==> config.mk <==
export PLATFORM = sky130hd
export DESIGN_NAME = ysyx_220053_seq_ctrl
export DESIGN_NICKNAME = d
export VERILOG_FILES = /design/src/rtl/ysyx_220053_pkg.sv /design/src/rtl/ysyx_220053_seq_ctrl_insn_class.sv /design/src/rtl/ysyx_220053_seq_ctrl.sv
export SDC_FILE = /design/constraint.sdc
export NUM_CORES = 1
export LEC_CHECK = 0
export BUFFER_PORTS_ARGS = -buffer_cell sky130_fd_sc_hd__buf_2
export CAP_MARGIN = 20
export CORE_ASPECT_RATIO = 0.5
export CORE_MARGIN = 2
export CORE_UTILIZATION = 45
export CTS_BUF_LIST = sky130_fd_sc_hd__clkbuf_8
export CTS_CLUSTER_DIAMETER = 80
export DETAILED_ROUTE_END_ITERATION = 8
export GPL_TIMING_DRIVEN = 0
export PLACE_DENSITY = 0.71
export SYNTH_ARGS = -nofsm -noshare
export SYNTH_HDL_FRONTEND = slang
export SYNTH_SLANG_ARGS = --single-unit
==> constraint.sdc <==
create_clock -name clk -period 2.5 [get_ports clk]
set_input_delay 0.375 -clock clk [delete_from_list [all_inputs] [get_ports clk]]
set_output_delay 0.375 -clock clk [all_outputs]
set_load 0.02 [all_outputs]
==> src/rtl/ysyx_220053_pkg.sv <==
// Shared types and constants for the ysyx_220053 multi-cycle sequencer.
// Used by the sequencer, the instruction classifier and the difftest hooks.
package ysyx_220053_pkg;

  typedef enum logic [2:0] {
    S_FETCH  = 3'd0,
    S_DECODE = 3'd1,
    S_EXEC   = 3'd2,
    S_MEM    = 3'd3,
    S_WB     = 3'd4,
    S_HALT   = 3'd5
  } state_e;

  typedef enum logic [1:0] {
    HC_NONE    = 2'd0,
    HC_EBREAK  = 2'd1,
    HC_ILLEGAL = 2'd2,
    HC_TIMEOUT = 2'd3
  } halt_cause_e;

  localparam logic [6:0] OP_OP     = 7'b0110011;
  localparam logic [6:0] OP_IMM    = 7'b0010011;
  localparam logic [6:0] OP_IMM32  = 7'b0011011;
  localparam logic [6:0] OP_OP32   = 7'b0111011;
  localparam logic [6:0] OP_LUI    = 7'b0110111;
  localparam logic [6:0] OP_AUIPC  = 7'b0010111;
  localparam logic [6:0] OP_JAL    = 7'b1101111;
  localparam logic [6:0] OP_JALR   = 7'b1100111;
  localparam logic [6:0] OP_LOAD   = 7'b0000011;
  localparam logic [6:0] OP_STORE  = 7'b0100011;
  localparam logic [6:0] OP_BRANCH = 7'b1100011;
  localparam logic [6:0] OP_SYSTEM = 7'b1110011;

  localparam logic [31:0] EBREAK = 32'h00100073;
  localparam logic [31:0] NOP    = 32'h00000013;

  typedef struct packed {
    logic writer;
    logic load;
    logic store;
    logic ebreak;
    logic illegal;
  } insn_class_t;

endpackage

==> src/rtl/ysyx_220053_seq_ctrl_insn_class.sv <==
// Combinational instruction classifier: maps an instruction word to its
// sequencing class (register writer, load, store, ebreak, illegal).
module ysyx_220053_insn_class
  import ysyx_220053_pkg::*;
(
  input  logic [31:0] ir_i,
  output insn_class_t cls_o
);

  always_comb begin
    cls_o = '0;
    case (ir_i[6:0])
      OP_OP, OP_IMM, OP_IMM32, OP_OP32,
      OP_LUI, OP_AUIPC, OP_JAL, OP_JALR: cls_o.writer = 1'b1;
      OP_LOAD:   cls_o.load  = 1'b1;
      OP_STORE:  cls_o.store = 1'b1;
      OP_BRANCH: ;
      // Only the exact ebreak encoding is legal among SYSTEM instructions.
      OP_SYSTEM: begin
        if (ir_i == EBREAK) cls_o.ebreak  = 1'b1;
        else                cls_o.illegal = 1'b1;
      end
      default:   cls_o.illegal = 1'b1;
    endcase
  end

endmodule

==> src/rtl/ysyx_220053_seq_ctrl.sv <==
// Multi-cycle instruction sequencer: FETCH/DECODE/EXEC/MEM/WB with memory
// handshakes, write strobes, sticky halt, bus timeout and perf counters.
module ysyx_220053_seq_ctrl
  import ysyx_220053_pkg::*;
#(
  parameter int unsigned TIMEOUT = 255
) (
  input  logic        clk,
  input  logic        rst_n,
  output logic        imem_req,
  input  logic        imem_ack,
  input  logic [31:0] imem_rdata,
  output logic [31:0] ir,
  output logic        dmem_req,
  output logic        dmem_we,
  input  logic        dmem_ack,
  output logic        pc_we,
  output logic        rf_wen,
  output logic        halt,
  output logic [1:0]  halt_cause,
  output logic [63:0] cycle_cnt,
  output logic [63:0] instret
);

  localparam int unsigned TW = $clog2(TIMEOUT + 1);
  localparam logic [TW-1:0] TLAST = TW'(TIMEOUT - 1);

  state_e      state_q, state_d;
  logic [31:0] ir_q, ir_d;
  halt_cause_e cause_q, cause_d;
  logic [TW-1:0] tcnt_q, tcnt_d;
  logic [63:0] cyc_q, instret_q;
  insn_class_t cls;

  ysyx_220053_insn_class u_insn_class (
    .ir_i  (ir_q),
    .cls_o (cls)
  );

  always_comb begin
    state_d = state_q;
    ir_d    = ir_q;
    cause_d = cause_q;
    tcnt_d  = tcnt_q;
    case (state_q)
      S_FETCH: begin
        if (imem_ack) begin
          ir_d    = imem_rdata;
          state_d = S_DECODE;
        end else if (tcnt_q == TLAST) begin
          state_d = S_HALT;
          cause_d = HC_TIMEOUT;
        end else begin
          tcnt_d = tcnt_q + TW'(1);
        end
      end
      S_DECODE: begin
        if (cls.ebreak) begin
          state_d = S_HALT;
          cause_d = HC_EBREAK;
        end else if (cls.illegal) begin
          state_d = S_HALT;
          cause_d = HC_ILLEGAL;
        end else begin
          state_d = S_EXEC;
        end
      end
      S_EXEC:  state_d = (cls.load || cls.store) ? S_MEM : S_WB;
      S_MEM: begin
        if (dmem_ack) begin
          state_d = S_WB;
        end else if (tcnt_q == TLAST) begin
          state_d = S_HALT;
          cause_d = HC_TIMEOUT;
        end else begin
          tcnt_d = tcnt_q + TW'(1);
        end
      end
      S_WB:    state_d = S_FETCH;
      S_HALT:  state_d = S_HALT;
      default: state_d = S_FETCH;
    endcase
    // Every state entry starts a fresh wait window.
    if (state_d != state_q) tcnt_d = '0;
  end

  always_ff @(posedge clk or negedge rst_n) begin
    if (!rst_n) begin
      state_q   <= S_FETCH;
      ir_q      <= NOP;
      cause_q   <= HC_NONE;
      tcnt_q    <= '0;
      cyc_q     <= '0;
      instret_q <= '0;
    end else begin
      state_q <= state_d;
      ir_q    <= ir_d;
      cause_q <= cause_d;
      tcnt_q  <= tcnt_d;
      if (state_q != S_HALT) cyc_q <= cyc_q + 64'd1;
      if (state_q == S_WB) instret_q <= instret_q + 64'd1;
    end
  end

  // Moore outputs: nothing below looks at an ack.
  assign imem_req   = (state_q == S_FETCH);
  assign dmem_req   = (state_q == S_MEM);
  assign dmem_we    = (state_q == S_MEM) && cls.store;
  assign pc_we      = (state_q == S_WB);
  assign rf_wen     = (state_q == S_WB) && (cls.writer || cls.load) && (ir_q[11:7] != 5'd0);
  assign halt       = (state_q == S_HALT);
  assign halt_cause = cause_q;
  assign ir         = ir_q;
  assign cycle_cnt  = cyc_q;
  assign instret    = instret_q;

endmodule

==> impl_results.md <==
- Post-layout nets: approximately 990
- Detailed-route DRC error count: 0
- Final WS setup: 98.1 ps
- Die ar.: ~0.019 sq mm
- Top cells by area, synth: dfrtp_1, xnor2_1, xor2_1, mux2_2, nand3_1
- Largest net degree at the start of global routing: 118
- I/O pins: between 200 and 250
- CP max FO: 4
- Max_slew headroom: between 50% and 60%
- Synth area leader: dfrtp_1
- DP Worst Slack: approximately 170 ps
- Layout cells sized above 1: about a third
- Dpl cell area: 0.00941 sq mm
- Final WL: 18700 um
- Worst-Margin Slew: around 720 ps
- DPL Wire Length: ~14000 um
- Mapped Area: ~0.0081 sq mm
- Number of library cell types mapped by synthesis: 53
- Initial antenna violation count: 0
- Share of the synthesized area in the top cell type: between 50% and 60%
- Final min period: 2400 ps
- TNS Setup: 0 ps
- Die Width: between 150 and 200 um
- Drt pass-1 iters: 4
- Worst hold path type: input port to register
- IO Port Bufs: 203
- Fmax: about 420 MHz
- Post-synthesis sequential area ratio: about 54%
- Post-synth top cells: dfrtp_1, xnor2_1, xor2_1
- Std-Cell Rows: 34
- Clk Latency, worst-skew pair: roughly 450 ps
- DP Cell Count: 1161
- Antenna cells: 0
- Clock Skew: a little over 20 ps
- GRT Total Usage: about 20%
- Die Y: about 100 um
- Clock-pin slew on the worst setup and hold paths: 100 ps
- Critical path type: register to output port
- Post-route cell area: just under 0.01 sq mm
- Post-synthesis cell count: between 700 and 800
- Clock Sinks: 173
- Number of global-route vias before repair: between 6000 and 7000
- Most frequent cell after synthesis: dfrtp_1
- Area Growth Syn to Fin: 22.3%
- Critical path data required time: 2120 ps
- Asr flop ratio synth: 100%
- # setup viols final: 0
- Max-cap violations: 0
- H-Tree Depth: 4
- Status: complete, no violations
- YS warnings: 0
- Post-Syn Nets: around 760
- Primary FF master, synth: dfrtp_1
- Final RePlAce weighted congestion: 0.811
- Antenna Nets Post-Route: 0
- Final Non-Filler Cells: about 1200
- Core area: 0.0174 sq mm
- Maximum vdd ir drop: roughly 0.31 mV
- Fin. max-slew vios: 0
- CTS tree: done
- Post-synth EDFFs: 0
- Final hold viol count: 0
- Unrepaired setup endpoints after global routing: yes
- First-pass GRT wire length: around 31000 um
- Final period utilization: a little over nine tenths
- Drt wl/cell: around 16 um
- Max Root-Sink Buffers: 2
- Num CTS Buffers: 17
- Power per cell area: just under 500 mW/mm^2
- Vias per cell: 5.20
- Starting DRC count in detailed routing: 369
- Total gr overflow: 0
- CP arrival: 2030 ps
- CTS Root Cell: clkbuf_8
- Initial Util: 46.2%
- Crit end category: output port
- Via count: roughly 6200
- Number of synthesized register bits: around 170
- Mapped Avg Cell Area: 11.1 sq um
- WHS: about 140 ps
- Crit start category: register
- Leakage: 0.00517 uW
per-stage QoR:
step	total power, uW	util, %
5_1_grt	5060	56.5
6_report	4850	56.5
3_5_place_dp	2940	53.9
2_1_floorplan	2850	-
3_3_place_gp	2930	53.7
4_1_cts	4930	56.4
sequential cells by signal, indices dropped and copies added (netlist names):
name and flops:
cycle_cnt 64, halt_cause 2, instret 64, ir 32
state_q 3, tcnt_q 8
critical path: stages (launching register included):
cell	delay, ps
dfstp_2	600
nand4bb_4	140
or3_4	370
o22ai_2	150
and3_4	200
buf_4	140
timing repair:
action	CTS	global route
endpoints found under the hold margin	53	0
hold buffers	1	0
pin swaps	0	2
setup buffers	0	0
endpoints found under the setup margin	1	2
resized for setup	3	4
report_power, final:
group          internal (uW)  total (uW)  switching, uW
logic                   26.7        88.3           61.6
registers               2800        2800              0
clock network            917        1970           1050
total                   3740        4850           1110
final timing paths:
| kind | start | end | slack [ps] | cells after the start |
|---|---|---|---|---|
| max | ir[1]$_DFFE_PN1P_ | rf_wen | 100 | 5 |
| max reg2reg | state_q[1]$_DFF_PN0_ | instret[53]$_DFFE_PN0P_ | 230 | 6 |
| min | imem_rdata[4] | ir[4]$_DFFE_PN1P_ | 140 | 3 |
| max in group asynchronous | rst_n | cycle_cnt[60]$_DFFE_PN0N_ | 1120 | 3 |
| min reg2reg | instret[63]$_DFFE_PN0P_ | instret[63]$_DFFE_PN0P_ | 480 | 1 |
| min in group asynchronous | rst_n | ir[16]$_DFFE_PN0P_ | 440 | 2 |
layout by cell type, fill, tap and decap left out, drive strengths merged, types with 6 or more instances in the layout:
master / count
buf: 218
dfrtp: 170
xnor2: 66
xor2: 61
nand2: 60
nand3: 55
nor2: 53
nand4: 39
nor3: 39
mux2: 33
inv: 31
nor4: 24
clkbuf: 19
and3: 10
a21oi: 8
and4: 6
final cells by class:
cell class              instances  area (sq um)
fillers                      1552          7590
flip-flops and latches        173          4330
multi-input cells             508          3580
repair buffers                206          1070
well taps                     234           293
clock buffers                  18           248
clock inverters                13           143
inverters                      28           105
plain buffers                  14          83.8
per-layer routing:
metal  track usage (%)  up-vias  routed length, um
li1                  -     2964                  -
met1              27.3     3108               8890
met2              32.3      113               9020
met3              4.04       18                620
met4              5.93        0                212
met5                 0        -                  0
logic make-up after synthesis:
group | synth area share [%]
AOI/OAI and AO/OA | 1.77
DFF | 53.8
muxes | 4.98
adders and majority gates | 0.621
buffers and inverters | 2.34
xor gates and xnor gates | 13.8
and+or+nand+nor | 22.7
No activity file was read; power rests on OpenSTA's default activity.
